`src/rtl/instr_encoder_if.sv`:
```
// Mnemonic-record input, instruction-memory write port and session status of the encoder.
interface instr_encoder_if;
  logic        start;
  logic        in_valid;
  logic        in_ready;
  logic [5:0]  in_op;
  logic [4:0]  in_rs;
  logic [4:0]  in_rt;
  logic [4:0]  in_rd;
  logic [4:0]  in_shamt;
  logic [25:0] in_imm;
  logic        in_last;
  logic        im_we;
  logic [31:0] im_addr;
  logic [31:0] im_wdata;
  logic        done;
  logic        err_undef;
  logic        full;
  logic [15:0] word_count;

  modport master (
    output start, in_valid, in_op, in_rs, in_rt, in_rd, in_shamt, in_imm, in_last,
    input  in_ready, im_we, im_addr, im_wdata, done, err_undef, full, word_count
  );

  modport slave (
    input  start, in_valid, in_op, in_rs, in_rt, in_rd, in_shamt, in_imm, in_last,
    output in_ready, im_we, im_addr, im_wdata, done, err_undef, full, word_count
  );
endinterface

```
`src/rtl/instr_encoder.sv`:
```
// Encodes mnemonic records into MIPS words and writes them to instruction memory from BASE_ADDR.
// One word per two cycles (accept, then write); in_ready drops while a word is being written.
module instr_encoder #(
  parameter logic [31:0] BASE_ADDR = 32'h0000_3000,
  parameter int          MAX_WORDS = 4096
) (
  input logic          clk,
  input logic          reset,
  instr_encoder_if.slave bus
);

  typedef enum logic [2:0] {IDLE, ACCEPT, WRITE, DONE, ERROR} state_t;

  localparam logic [15:0] MAX_CNT = 16'(MAX_WORDS);

  state_t      state_q, state_d;
  logic [31:0] addr_q, wdata_q;
  logic [15:0] cnt_q, cnt_next;
  logic        err_q, full_q, last_q;
  logic        hs, start_ok, hit_max;
  logic        enc_ok;
  logic [31:0] enc_word;
  logic [4:0]  rs, rt, rd, sh;
  logic [15:0] imm16;

  assign rs    = bus.in_rs;
  assign rt    = bus.in_rt;
  assign rd    = bus.in_rd;
  assign sh    = bus.in_shamt;
  assign imm16 = bus.in_imm[15:0];

  function automatic logic [31:0] r_word(input logic [4:0] f_rs, f_rt, f_rd, f_sh,
                                         input logic [5:0] funct);
    return {6'b000000, f_rs, f_rt, f_rd, f_sh, funct};
  endfunction

  function automatic logic [31:0] i_word(input logic [5:0] opc, input logic [4:0] f_rs, f_rt,
                                         input logic [15:0] f_imm);
    return {opc, f_rs, f_rt, f_imm};
  endfunction

  // Field forcing is done here so callers may leave unused fields as garbage.
  always_comb begin
    enc_ok   = 1'b1;
    enc_word = '0;
    case (bus.in_op)
      6'd0:  enc_word = r_word(rs, rt, rd, 5'd0, 6'h20);
      6'd1:  enc_word = r_word(rs, rt, rd, 5'd0, 6'h21);
      6'd2:  enc_word = r_word(rs, rt, rd, 5'd0, 6'h22);
      6'd3:  enc_word = r_word(rs, rt, rd, 5'd0, 6'h23);
      6'd4:  enc_word = r_word(5'd0, rt, rd, sh, 6'h00);
      6'd5:  enc_word = r_word(5'd0, rt, rd, sh, 6'h02);
      6'd6:  enc_word = r_word(5'd0, rt, rd, sh, 6'h03);
      6'd7:  enc_word = r_word(rs, rt, rd, sh, 6'h04);
      6'd8:  enc_word = r_word(rs, rt, rd, sh, 6'h06);
      6'd9:  enc_word = r_word(rs, rt, rd, sh, 6'h07);
      6'd10: enc_word = r_word(rs, rt, rd, 5'd0, 6'h2A);
      6'd11: enc_word = r_word(rs, rt, rd, 5'd0, 6'h2B);
      6'd12: enc_word = r_word(rs, rt, rd, 5'd0, 6'h24);
      6'd13: enc_word = r_word(rs, rt, rd, 5'd0, 6'h25);
      6'd14: enc_word = r_word(rs, rt, rd, 5'd0, 6'h26);
      6'd15: enc_word = r_word(rs, rt, rd, 5'd0, 6'h27);
      6'd16: enc_word = i_word(6'h08, rs, rt, imm16);
      6'd17: enc_word = i_word(6'h09, rs, rt, imm16);
      6'd18: enc_word = i_word(6'h0C, rs, rt, imm16);
      6'd19: enc_word = i_word(6'h0D, rs, rt, imm16);
      6'd20: enc_word = i_word(6'h0E, rs, rt, imm16);
      6'd21: enc_word = i_word(6'h0F, 5'd0, rt, imm16);
      6'd22: enc_word = i_word(6'h0A, rs, rt, imm16);
      6'd23: enc_word = i_word(6'h0B, rs, rt, imm16);
      6'd24: enc_word = i_word(6'h20, rs, rt, imm16);
      6'd25: enc_word = i_word(6'h24, rs, rt, imm16);
      6'd26: enc_word = i_word(6'h21, rs, rt, imm16);
      6'd27: enc_word = i_word(6'h25, rs, rt, imm16);
      6'd28: enc_word = i_word(6'h23, rs, rt, imm16);
      6'd29: enc_word = i_word(6'h28, rs, rt, imm16);
      6'd30: enc_word = i_word(6'h29, rs, rt, imm16);
      6'd31: enc_word = i_word(6'h2B, rs, rt, imm16);
      6'd32: enc_word = i_word(6'h04, rs, rt, imm16);
      6'd33: enc_word = i_word(6'h05, rs, rt, imm16);
      6'd34: enc_word = i_word(6'h06, rs, 5'd0, imm16);
      6'd35: enc_word = i_word(6'h01, rs, 5'd0, imm16);
      6'd36: enc_word = i_word(6'h01, rs, 5'd1, imm16);
      6'd37: enc_word = i_word(6'h07, rs, 5'd0, imm16);
      6'd38: enc_word = {6'h02, bus.in_imm};
      6'd39: enc_word = {6'h03, bus.in_imm};
      6'd40: enc_word = {6'b000000, rs, 15'd0, 6'h08};
      6'd41: enc_word = {6'b000000, rs, 5'd0, rd, 5'd0, 6'h09};
      6'd42: enc_word = {6'b010000, 5'b00000, rt, rd, 11'd0};
      6'd43: enc_word = {6'b010000, 5'b00100, rt, rd, 11'd0};
      6'd44: enc_word = 32'h4200_0018;
      default: enc_ok = 1'b0;
    endcase
  end

  assign hs       = bus.in_valid && (state_q == ACCEPT);
  assign start_ok = bus.start && (state_q == IDLE || state_q == DONE || state_q == ERROR);
  assign cnt_next = cnt_q + 16'd1;
  assign hit_max  = (cnt_next == MAX_CNT);

  always_comb begin
    state_d = state_q;
    case (state_q)
      IDLE, DONE, ERROR: if (start_ok) state_d = ACCEPT;
      ACCEPT:            if (hs) state_d = enc_ok ? WRITE : ERROR;
      WRITE:             state_d = (last_q || hit_max) ? DONE : ACCEPT;
      default:           state_d = IDLE;
    endcase
  end

  always_ff @(posedge clk) begin
    if (reset) begin
      state_q <= IDLE;
      addr_q  <= BASE_ADDR;
      wdata_q <= '0;
      cnt_q   <= '0;
      err_q   <= 1'b0;
      full_q  <= 1'b0;
      last_q  <= 1'b0;
    end else begin
      state_q <= state_d;
      if (start_ok) begin
        addr_q <= BASE_ADDR;
        cnt_q  <= '0;
        err_q  <= 1'b0;
        full_q <= 1'b0;
      end
      if (hs) begin
        if (enc_ok) begin
          wdata_q <= enc_word;
          last_q  <= bus.in_last;
        end else begin
          err_q <= 1'b1;
        end
      end
      // full only flags a session cut short by the word limit, not one that ended on last.
      if (state_q == WRITE) begin
        addr_q <= addr_q + 32'd4;
        cnt_q  <= cnt_next;
        if (hit_max && !last_q) full_q <= 1'b1;
      end
    end
  end

  assign bus.in_ready   = (state_q == ACCEPT);
  assign bus.im_we      = (state_q == WRITE);
  assign bus.done       = (state_q == DONE);
  assign bus.im_addr    = addr_q;
  assign bus.im_wdata   = wdata_q;
  assign bus.err_undef  = err_q;
  assign bus.full       = full_q;
  assign bus.word_count = cnt_q;

endmodule

```
`src/flat_wrapper.sv`:
```
// flat-port wrapper written by rule: the top's interface ports become plain ports
module instr_encoder_flat 
#(
  parameter logic [31:0] BASE_ADDR = 32'h0000_3000,
  parameter int          MAX_WORDS = 4096
)
  (clk, reset, bus_start, bus_in_valid, bus_in_op, bus_in_rs, bus_in_rt, bus_in_rd, bus_in_shamt, bus_in_imm, bus_in_last, bus_in_ready, bus_im_we, bus_im_addr, bus_im_wdata, bus_done, bus_err_undef, bus_full, bus_word_count);
  instr_encoder_if bus_i ();
  input logic clk;
  input logic reset;
  input wire logic [$bits(bus_i.start)-1:0] bus_start;
  input wire logic [$bits(bus_i.in_valid)-1:0] bus_in_valid;
  input wire logic [$bits(bus_i.in_op)-1:0] bus_in_op;
  input wire logic [$bits(bus_i.in_rs)-1:0] bus_in_rs;
  input wire logic [$bits(bus_i.in_rt)-1:0] bus_in_rt;
  input wire logic [$bits(bus_i.in_rd)-1:0] bus_in_rd;
  input wire logic [$bits(bus_i.in_shamt)-1:0] bus_in_shamt;
  input wire logic [$bits(bus_i.in_imm)-1:0] bus_in_imm;
  input wire logic [$bits(bus_i.in_last)-1:0] bus_in_last;
  output wire logic [$bits(bus_i.in_ready)-1:0] bus_in_ready;
  output wire logic [$bits(bus_i.im_we)-1:0] bus_im_we;
  output wire logic [$bits(bus_i.im_addr)-1:0] bus_im_addr;
  output wire logic [$bits(bus_i.im_wdata)-1:0] bus_im_wdata;
  output wire logic [$bits(bus_i.done)-1:0] bus_done;
  output wire logic [$bits(bus_i.err_undef)-1:0] bus_err_undef;
  output wire logic [$bits(bus_i.full)-1:0] bus_full;
  output wire logic [$bits(bus_i.word_count)-1:0] bus_word_count;
  assign bus_i.start = bus_start;
  assign bus_i.in_valid = bus_in_valid;
  assign bus_i.in_op = bus_in_op;
  assign bus_i.in_rs = bus_in_rs;
  assign bus_i.in_rt = bus_in_rt;
  assign bus_i.in_rd = bus_in_rd;
  assign bus_i.in_shamt = bus_in_shamt;
  assign bus_i.in_imm = bus_in_imm;
  assign bus_i.in_last = bus_in_last;
  assign bus_in_ready = bus_i.in_ready;
  assign bus_im_we = bus_i.im_we;
  assign bus_im_addr = bus_i.im_addr;
  assign bus_im_wdata = bus_i.im_wdata;
  assign bus_done = bus_i.done;
  assign bus_err_undef = bus_i.err_undef;
  assign bus_full = bus_i.full;
  assign bus_word_count = bus_i.word_count;
  instr_encoder #(.BASE_ADDR(BASE_ADDR), .MAX_WORDS(MAX_WORDS)) u_core (.clk(clk), .reset(reset), .bus(bus_i));
endmodule
```
`config.mk`:
```
export PLATFORM = sky130hd
export DESIGN_NAME = instr_encoder_flat
export DESIGN_NICKNAME = d
export VERILOG_FILES = /design/src/rtl/instr_encoder_if.sv /design/src/rtl/instr_encoder.sv /design/src/flat_wrapper.sv
export SDC_FILE = /design/constraint.sdc
export NUM_CORES = 1
export LEC_CHECK = 0
export ABC_AREA = 1
export BUFFER_PORTS_ARGS = -buffer_cell sky130_fd_sc_hd__buf_2
export CAP_MARGIN = 0
export CORE_ASPECT_RATIO = 2
export CORE_MARGIN = 2
export CORE_UTILIZATION = 30
export DETAILED_ROUTE_END_ITERATION = 12
export PLACE_DENSITY = 0.48
export SETUP_SLACK_MARGIN = 0.05
export SLEW_MARGIN = 20
export SYNTH_ARGS = -nofsm -noshare
export SYNTH_HDL_FRONTEND = slang
export SYNTH_SLANG_ARGS = --single-unit
```
`constraint.sdc`:
```
create_clock -name clk -period 5.3 [get_ports clk]
set_input_delay 0.265 -clock clk [delete_from_list [all_inputs] [get_ports clk]]
set_output_delay 0.265 -clock clk [all_outputs]
set_load 0.01 [all_outputs]
```
==> results.sh <==
export IMPL_hp_start="bus_in_rs[2]"
export IMPL_yosysUniqueCellTypes=49
export IMPL_grt_pass1_wl_mm=26.50
export IMPL_first_global_vias=5336
export IMPL_coreArea_um2=15370
export IMPL_design_area_um2=5844
export IMPL_slew_limit_headroom=0.2871
export IMPL_final_cell_mix="nand2_1 (184), buf_2 (139), dfxtp_1 (84)"
export IMPL_irDropWorstVdd_mv=0.1385
export IMPL_layout_min_cycle_time_ns=2.315
export IMPL_drtAntennaViolNets=0
export IMPL_yosysSeqAreaShare=0.3561
export IMPL_synth_ff_type="dfxtp_1"
export IMPL_final_layout_size_suffix_gt1_frac=0.2267
export IMPL_rsz0062_at_grt="false"
export IMPL_fmax_ghz=0.4320
export IMPL_fin_setup_tns_ns=0
export IMPL_status="finished, final reports clean"
export IMPL_cp_end_kind="flip-flop"
export IMPL_rows=64
export IMPL_cts_root_buf="clkbuf_16"
export IMPL_die_area_um2=16820
export IMPL_post_drt_via_cell_ratio=5.164
export IMPL_grt_total_usage=0.2000
export IMPL_die_y_um=181.4
export IMPL_p_leak_nw=2.516
export IMPL_setup_violations_final=0
export IMPL_p_comb_frac=0.120
export IMPL_synth_edf_count=0
export IMPL_die_x_um=92.72
export IMPL_clkPwrFrac=0.449
export IMPL_critPathRequiredTime_ns=5.54
export IMPL_antenna_found_initial=1
export IMPL_wirelength_mm=16.70
export IMPL_postSynthCellCount=714
export IMPL_dpl_cell_area_um2=5530
export IMPL_finalHoldViolations=0
export IMPL_power_internal_w=0.001118
export IMPL_drt_iter0_markers=180
export IMPL_power_density_nw_per_um2=260.6
export IMPL_io_buffers=139
export IMPL_syn_to_final_growth_pct=23.77
export IMPL_crit_path_start_kind="flip-flop"
export IMPL_synthesis_yosys_warnings=0
export IMPL_worstPathArrival_ns=2.55
export IMPL_r2r_start="u_core.bus.im_addr[3]"
export IMPL_path_class="flip-flop to flip-flop"
export IMPL_cts_resized=0
export IMPL_drv_cap=0
export IMPL_cts_tree="built"
export IMPL_diodes=0
export IMPL_ys_ff_latch=84
export IMPL_avgRoutedWirePerCell_um=15.98
export IMPL_tightestPinTransition_ns=1.065
export IMPL_clk_path_buf_depth=2
export IMPL_start_util=0.3071
export IMPL_first_pass_iters=5
export IMPL_final_common_cell="nand2_1"
export IMPL_postCtsHoldBufs=0
export IMPL_cp_startpoint="u_core.bus.im_addr[3]"
export IMPL_cts_setup_buffers=0
export IMPL_cts_sinks=84
export IMPL_avgSynthCellArea_um2=6.613
export IMPL_finalNetCount=902
export IMPL_grt_overflow_total=0
export IMPL_hpwl_mm=12.97
export IMPL_final_max_slew_viol_count=0
export IMPL_power_switching_w=0.0004054
export IMPL_period_share=0.4368
export IMPL_async_reset_ff_frac=0
export IMPL_routed_via_count=5396
export IMPL_clock_latency_ns=0.34
export IMPL_cts_htree_levels=3
export IMPL_ios=142
export IMPL_nFillCells=1713
export IMPL_grt_max_degree=63
export IMPL_path_max_fanout=4
export IMPL_cts_made_buffers=9
export IMPL_globalplace_congestion=0.9072
export IMPL_fin_skew_ns=0.008209
export IMPL_min_path_type="input pin to flip-flop"
export IMPL_seq_power_share=0.432
export IMPL_path_clk_slew_ns=0.07
export IMPL_switching_share=0.2661
export IMPL_drc_errors=0
export IMPL_syn_area_um2=4722
[registers in the layout (all words and copies together) (netlist names)]
register	flops
u_core.bus.full	1
u_core.bus.err_undef	1
u_core.bus.im_addr	30
u_core.state_q	3
u_core.bus.word_count	16
u_core.bus.im_wdata	32
u_core.last_q	1
[stage by stage]
step / setup slack [ns] / utilization / total power, W / hold slack, ns / instances
after detailed placement: 2.904 / 0.3597 / 0.0008550 / 0.4776 / 1030
after global placement: 2.924 / 0.3597 / 0.0008541 / 0.4616 / 1030
after global routing: 2.719 / 0.3801 / 0.001587 / 0.1893 / 1045
after floorplan: 3.444 / - / 0.0007848 / 0.4177 / 715
after CTS: 3.004 / 0.3801 / 0.001546 / 0.1660 / 1045
final: 2.985 / 0.3801 / 0.001523 / 0.1824 / 1045
[metal layers]
metal / vias up / share of wire / global-route usage
met3: 44 / 0.061 / 0.04855
li1: 2679 / - / -
met1: 2469 / 0.35 / 0.1927
met4: 0 / 0.046 / 0.1065
met5: - / 0 / 0
met2: 204 / 0.54 / 0.3801
[power by group through the flow]
stage          Clock [W]  Sequential (W)  Combinational (W)
2_1_floorplan          0        0.000677           0.000108
3_3_place_gp           0        0.000671           0.000183
3_5_place_dp           0        0.000672           0.000183
4_1_cts         0.000705        0.000658           0.000184
5_1_grt         0.000725        0.000659           0.000202
6_report        0.000683        0.000658           0.000182
[synthesized netlist by cell type (all sizes together), types with 3 or more instances]
cell	count	area, µm²
buf	12	112.6
a31oi	28	175.2
nor3	20	120.1
a21oi	56	280.3
a211oi	4	30.03
nand3	39	210.2
dfxtp	84	1682
nor4	5	31.28
nand2	192	750.7
o22ai	4	25.02
nand4	17	106.4
o21ai	68	344.1
inv	73	284.0
clkbuf	13	48.80
nor2	71	299.0
o31ai	3	22.52
[path summary, 6_finish.rpt]
| check | end | slack [ns] | cells after the start |
|---|---|---|---|
| setup / recovery | u_core.bus.im_addr[28] | 2.99 | 10 |
| hold / removal | u_core.bus.im_wdata[23] | 0.18 | 3 |
| setup reg to reg | u_core.bus.im_addr[28] | 2.99 | 10 |
| hold reg to reg | u_core.bus.im_addr[31] | 0.48 | 2 |
[logic make-up after synthesis]
group | count (synthesis) | share of synthesized area
and+or+nand+nor | 350 | 0.3299
AOI/OAI and AO/OA | 175 | 0.2072
buffers and inverters | 99 | 0.09512
DFF | 84 | 0.3561
xor gates and xnor gates | 3 | 0.005565
adders and majority gates | 2 | 0.005299
other | 1 | 0.0007942
[layout make-up]
type	count	area, µm²	area share
multi-input combinational	532	2595	0.4440
sequential	84	1682	0.2877
timing repair buffer	142	718.2	0.1229
inverter	74	287.8	0.04924
tap	198	247.7	0.04239
clock buffer	9	225.2	0.03854
clock inverter	6	88.84	0.01520
[critical path: stages (launching register included)]
cell     delay, ns
dfxtp_1       0.40
ha_1          0.29
nand2_1       0.11
nor3_2        0.23
nand3_1       0.17
nor4_1        0.44
nand3_1       0.20
nor2_1        0.16
nand3_1       0.08
nand2_1       0.08
nor2_1        0.05
No activity file was read; power rests on OpenSTA's default activity.
